File: src/rtl/reg_share_arbiter_if.sv
// Request/data/grant bundle between requesters and the shared-register arbiter.
// The master side drives requests and write data; the slave side returns grants, acks and the load port.
interface reg_share_arbiter_if #(
  parameter int WIDTH = 4,
  parameter int N_REQ = 3
);
  logic [N_REQ-1:0] req;
  logic [WIDTH-1:0] d0;
  logic [WIDTH-1:0] d1;
  logic [WIDTH-1:0] d2;
  logic [N_REQ-1:0] gnt;
  logic             ld;
  logic [WIDTH-1:0] d_out;
  logic [N_REQ-1:0] ack;
  logic             busy;
  logic [7:0]       load_cnt;

  modport master (
    output req, d0, d1, d2,
    input  gnt, ld, d_out, ack, busy, load_cnt
  );

  modport slave (
    input  req, d0, d1, d2,
    output gnt, ld, d_out, ack, busy, load_cnt
  );
endinterface

File: src/rtl/reg_share_arbiter.sv
// Round-robin arbiter sharing one parallel-load register among three writers; falling-edge state.
// Load 1 cycle after a request from IDLE; one load per 2 cycles back to back; requesters hold req until ack.
module reg_share_arbiter #(
  parameter int WIDTH = 4,
  parameter int N_REQ = 3
) (
  input logic                clock,
  input logic                reset_n,
  reg_share_arbiter_if.slave bus
);

  typedef enum logic [1:0] {IDLE, GRANT, ACK} state_t;

  state_t           state_q, state_d;
  logic [1:0]       win_q, win_d;
  logic [1:0]       last_q, last_d;
  logic [N_REQ-1:0] gnt_q, gnt_d;
  logic [N_REQ-1:0] ack_q, ack_d;
  logic             ld_q, ld_d;
  logic [WIDTH-1:0] d_out_q, d_out_d;
  logic [7:0]       cnt_q, cnt_d;

  logic             pick_vld;
  logic [1:0]       pick_idx;
  logic [1:0]       cand;
  logic [WIDTH-1:0] pick_dat;

  // Search starts one past the last winner and wraps, so a waiting requester sees at most two others first.
  always_comb begin
    pick_vld = 1'b0;
    pick_idx = last_q;
    cand     = '0;
    for (int k = 1; k <= N_REQ; k++) begin
      cand = 2'((int'(last_q) + k) % N_REQ);
      if (!pick_vld && bus.req[cand]) begin
        pick_vld = 1'b1;
        pick_idx = cand;
      end
    end
  end

  always_comb begin
    case (pick_idx)
      2'd0:    pick_dat = bus.d0;
      2'd1:    pick_dat = bus.d1;
      default: pick_dat = bus.d2;
    endcase
  end

  always_comb begin
    state_d = state_q;
    win_d   = win_q;
    last_d  = last_q;
    gnt_d   = '0;
    ack_d   = '0;
    ld_d    = 1'b0;
    d_out_d = d_out_q;
    cnt_d   = cnt_q;
    case (state_q)
      GRANT: begin
        // The load is committed once granted; a dropped req here does not cancel it.
        state_d       = ACK;
        ack_d[win_q]  = 1'b1;
        last_d        = win_q;
        cnt_d         = cnt_q + 8'd1;
      end
      default: begin
        if (pick_vld) begin
          state_d         = GRANT;
          win_d           = pick_idx;
          gnt_d[pick_idx] = 1'b1;
          ld_d            = 1'b1;
          d_out_d         = pick_dat;
        end else begin
          state_d = IDLE;
        end
      end
    endcase
  end

  always_ff @(negedge clock) begin
    if (!reset_n) begin
      state_q <= IDLE;
      win_q   <= 2'd0;
      last_q  <= 2'd2;
      gnt_q   <= '0;
      ack_q   <= '0;
      ld_q    <= 1'b0;
      d_out_q <= '0;
      cnt_q   <= 8'd0;
    end else begin
      state_q <= state_d;
      win_q   <= win_d;
      last_q  <= last_d;
      gnt_q   <= gnt_d;
      ack_q   <= ack_d;
      ld_q    <= ld_d;
      d_out_q <= d_out_d;
      cnt_q   <= cnt_d;
    end
  end

  assign bus.gnt      = gnt_q;
  assign bus.ack      = ack_q;
  assign bus.ld       = ld_q;
  assign bus.d_out    = d_out_q;
  assign bus.busy     = (state_q != IDLE);
  assign bus.load_cnt = cnt_q;

endmodule

File: src/flat_wrapper.sv
// flat-port wrapper written by rule: the top's interface ports become plain ports
module reg_share_arbiter_flat 
#(
  parameter int WIDTH = 4,
  parameter int N_REQ = 3
)
  (clock, reset_n, bus_req, bus_d0, bus_d1, bus_d2, bus_gnt, bus_ld, bus_d_out, bus_ack, bus_busy, bus_load_cnt);
  reg_share_arbiter_if #(.WIDTH(WIDTH), .N_REQ(N_REQ)) bus_i ();
  input logic clock;
  input logic reset_n;
  input wire logic [$bits(bus_i.req)-1:0] bus_req;
  input wire logic [$bits(bus_i.d0)-1:0] bus_d0;
  input wire logic [$bits(bus_i.d1)-1:0] bus_d1;
  input wire logic [$bits(bus_i.d2)-1:0] bus_d2;
  output wire logic [$bits(bus_i.gnt)-1:0] bus_gnt;
  output wire logic [$bits(bus_i.ld)-1:0] bus_ld;
  output wire logic [$bits(bus_i.d_out)-1:0] bus_d_out;
  output wire logic [$bits(bus_i.ack)-1:0] bus_ack;
  output wire logic [$bits(bus_i.busy)-1:0] bus_busy;
  output wire logic [$bits(bus_i.load_cnt)-1:0] bus_load_cnt;
  assign bus_i.req = bus_req;
  assign bus_i.d0 = bus_d0;
  assign bus_i.d1 = bus_d1;
  assign bus_i.d2 = bus_d2;
  assign bus_gnt = bus_i.gnt;
  assign bus_ld = bus_i.ld;
  assign bus_d_out = bus_i.d_out;
  assign bus_ack = bus_i.ack;
  assign bus_busy = bus_i.busy;
  assign bus_load_cnt = bus_i.load_cnt;
  reg_share_arbiter #(.WIDTH(WIDTH), .N_REQ(N_REQ)) u_core (.clock(clock), .reset_n(reset_n), .bus(bus_i));
endmodule
File: config.mk
export PLATFORM = sky130hd
export DESIGN_NAME = reg_share_arbiter_flat
export DESIGN_NICKNAME = d
export VERILOG_FILES = /design/src/rtl/reg_share_arbiter_if.sv /design/src/rtl/reg_share_arbiter.sv /design/src/flat_wrapper.sv
export SDC_FILE = /design/constraint.sdc
export NUM_CORES = 1
export LEC_CHECK = 0
export CORE_MARGIN = 2
export CORE_UTILIZATION = 30
export CTS_CLUSTER_DIAMETER = 100
export DETAILED_ROUTE_END_ITERATION = 10
export SETUP_SLACK_MARGIN = 0.2
export SYNTH_ARGS = -nofsm -noshare
export SYNTH_HDL_FRONTEND = slang
export SYNTH_SLANG_ARGS = --single-unit
File: constraint.sdc
create_clock -name clock -period 2.53 [get_ports clock]
set_clock_uncertainty 0.05 [all_clocks]
set_input_delay 0.3795 -clock clock [delete_from_list [all_inputs] [get_ports clock]]
set_output_delay 0.3795 -clock clock [all_outputs]
set_load 0.01 [all_outputs]
-- Word level (Yosys, flattened, before mapping)
Index checks and enable logic that the tools add are counted.
- $add $sub $neg: 4
- div/mod/pow operators: 3
- $lt $le $gt $ge: 7
- eq/ne operators: 2
- muxes and demuxes: 20
- bitwise gates (word level): 3
- reductions and logical operators: 12
- operator list (kind ; number):
    remainder unit 32 x 3 -> 32 bit, second input constant ; 3
    less-than comparator 2 x 3 -> 1 bit, second input constant ; 5
    two-way mux 1 bit ; 10
    adder 8 x 1 -> 8 bit, second input constant ; 1
    two-way mux 2 bit ; 4
    case mux 4 bit (2 select lines) ; 1
    adder 2 x 2 -> 3 bit, second input constant ; 2
    binary-select mux 1 bit (select 2 bit) ; 3
    demux 1 bit (select 2 bit) ; 2
    == test 2 x 1 -> 1 bit, second input constant ; 2
    >= comparator 2 x 1 -> 1 bit, second input constant ; 2
    logical AND 1 bit ; 4
    AND reduction 2 bit ; 2
    adder 2 x 1 -> 3 bit, second input constant ; 1
    inverter 1 bit ; 3
    OR reduction 3 bit ; 1
    logical NOT 1 bit ; 2
    logical NOT 2 bit ; 1
    nonzero test 2 bit ; 1
    OR reduction 2 bit ; 1
- register bits after elaboration: 25
- input bits: 17
- logic and storage cells: 60

-- Logic depth before layout (Yosys ltp)
- word-level depth: 15
- gate-level depth with buffers: 10

==> reports/results.txt <==
Simple-Gate Fraction of Synth Area: 0.264
WS Path Type: input pin to flop
leakage: 0.00115 uW
Post-Syn Area: 1400 um^2
hold crit path type: flop to flop
fill count: 380
DR iter-0 viols: 44
commonest non-fill, non-tap cell in the layout: buf_4
r2r endpoint: u_core.bus.d_out[3]
first-pass GRT wire length: 6.60 mm
worst hold endpoint: u_core.bus.ack[0]
Post-DP Area: 2060 um^2
mux share of post-synthesis cell area: 0.0527
final instance area: 2420 um^2
synth unique cells: 45
reg2reg setup slack: 0.03 ns
Die Span Y: 72.3 um
asr flop ratio synth: 0
layout cells sized above 1: 0.515
Seq cells post-synth: 24
global route overflow: 0
Crit. End Element: flop
RSZ-0062 raised after global routing: yes
number of max-cap violations: 0
clock sinks: 24
Post-Route WL: 3.95 mm
final setup vio count: 12
CTS clk-pin slew, worst paths: 0.05 ns
Sequential Power Share: 0.276
outcome: complete, but fails checks
synth warn: 0
Ports: 37
Die W: 72.3 um
antenna cells: 0
Crit path arrival time: 1.90 ns
startpoint types: input pin
relative slew slack: 0.748
Mean Syn Cell Area: 9.87 um^2
Num CTS Buffers: 3
most frequent cells in the layout: 30 x buf_4, 29 x inv_1, 25 x buf_6
initial antenna violation count: 0
CP required: 1.42 ns
DP Wirelength: 2.74 mm
routability cong.: 0.868
Core ar.: 4410 um^2
dominant synthesized flop cell: dfxtp_1
Final #Nets: 264
post-synthesis adder-cell area fraction: 0.0446
Pins Over Slew Limit: 0
XOR/XNOR Fraction of Synth Area: 0.0438
clock buffer depth: 2
Final Hold Fails: 0
FF-to-FF path depth: 10
post-synth top area share: 0.343
die area: 5230 um^2
VDD IR-drop max: 526 uV
Fin Hold WS: 0.430 ns
routed via count: 1413
Area Growth Syn to Fin: 72.9%
largest family of logic cells by synthesized area: simple AND/OR/NAND/NOR gates
DRT Pass-1 Iters: 4
vias in the first global route: 1563
fin worst setup slack: -0.479 ns
clock share of power: 0.215
Seq/Total Area, Yosys: 0.343
synth top area cells: dfxtp_1 34%, a41oi_2 4.6%, ha_1 4.5%
Initial Util: 0.317
dominant cell type by area after synthesis: dfxtp_1
CP max FO: 5
port bufs: 36
hold_sp: u_core.win_q[1]
Worst-Margin Slew: 0.379 ns
switching power: 677 uW
Avg WL per Cell: 13.5 um
CTS tree: yes
setup slack at placement: -1.24 ns
Detail Route Antenna Nets: 0
sw frac: 0.382
logic gate share of total power: 0.509
syn_nets: 164
number of synthesized flops with an enable pin: 0
Post-Syn Instances: 142
DRC viols: 0
Pwr Total: 1770 uW
power density over cell area: 731 nW/um^2
Worst-Skew Late Latency: 0.33 ns
Rows: 24
failing checks: negative setup slack
largest net degree at the start of global routing: 15
Core Util, Final: 0.549
# H-tree levels: 1
worst hold stages: 1
Pint: 1100 uW
Root Driver: clkbuf_8
Via density: 4.82
complex-gate fraction of the synthesized area: 0.209
reg2reg start: u_core.last_q[1]
Total GRT Usage: 0.155
synthesized netlist by cell type (2+ instances only):
master	count
dfxtp_1	24
nand2_1	11
nor2_1	8
and2_1	6
inv_1	6
mux2i_1	6
nand3_1	6
nor2b_1	6
ha_1	5
o21ai_0	5
a41oi_2	4
nand2b_4	4
xnor2_1	4
nand2b_1	3
nor3_1	3
nor3b_1	3
xor2_1	3
a21o_2	2
buf_6	2
nand3b_1	2
nand4_1	2
o21a_1	2
o22ai_2	2
or2_2	2
how the worst max path moves through the flow:
stage                     slack [ns]       start  cells after the start                  end
final                          -0.48  bus_req[0]                      9  u_core.bus.d_out[3]
after global routing           -0.52  bus_req[0]                      9  u_core.bus.d_out[3]
after CTS                      -0.47  bus_req[0]                      9  u_core.bus.d_out[3]
after detailed placement       -1.24  bus_req[1]                      8  u_core.bus.d_out[3]
after global placement         -1.17  bus_req[1]                      8  u_core.bus.d_out[1]
after floorplan                -0.42  bus_req[0]                      7  u_core.bus.d_out[0]
routing by layer:
metal	share of wire	global-route usage	routed length [um]	up-vias
li1	-	-	-	706
met3	0.045	0.0389	178	2
met4	0.0046	0.0440	18	0
met1	0.42	0.183	1670	671
met2	0.53	0.278	2080	34
met5	0	0	0	-
sequential cells by signal, indices dropped and copies added, names as in the netlist:
register and flops:
u_core.state_q 2, u_core.last_q 2, u_core.bus.ack 3, u_core.bus.d_out 4, u_core.bus.load_cnt 8, u_core.win_q 2, u_core.bus.gnt 3
logic make-up (layout without fill, tap and decap cells):
logic type | Yosys count | in the layout
AOI/OAI and AO/OA | 27 | 28
buffers and inverters | 11 | 109
adders and majority gates | 5 | 5
and+or+nand+nor | 61 | 61
muxes | 7 | 7
xor gates and xnor gates | 7 | 7
DFF | 24 | 24
critical path: stages:
cell      delay [ns]
buf_6           0.09
buf_8           0.12
mux2i_4         0.22
a21o_2          0.18
nand2_1         0.05
o2111a_2        0.30
a31oi_4         0.28
nand2b_4        0.19
a41oi_2         0.09
per-stage QoR:
step / TNS [ns] / std cells
after floorplan: -2.65 / 142
after global placement: -13.42 / 254
after detailed placement: -14.14 / 254
after CTS: -3.85 / 288
after global routing: -4.49 / 293
final: -3.95 / 293
power groups by stage:
| stage | Combinational [uW] | Sequential, uW | Clock (uW) |
|---|---|---|---|
| floorplan | 430 | 499 | 60.4 |
| finish | 902 | 489 | 382 |
| CTS | 862 | 488 | 407 |
| detailed placement | 746 | 480 | 60.4 |
| global route | 969 | 496 | 446 |
| global placement | 728 | 480 | 60.4 |
repair_timing:
action	in CTS	in global routing
gates resized for setup	143	11
cloned	1	1
pin swaps	20	8
hold buffers	0	0
endpoints found under the setup margin	43	30
setup buffers	6	4
cell type report:
class                   count  area (um^2)  area share
clock buffers               3         41.3      0.0170
repair buffers             76          703       0.290
flip-flops and latches     24          500       0.207
clock inverters            25         96.3      0.0398
well taps                  52         65.1      0.0268
multi-input cells         108          998       0.412
inverters                   5         18.8     0.00774
(Power assumes the default switching activity.)
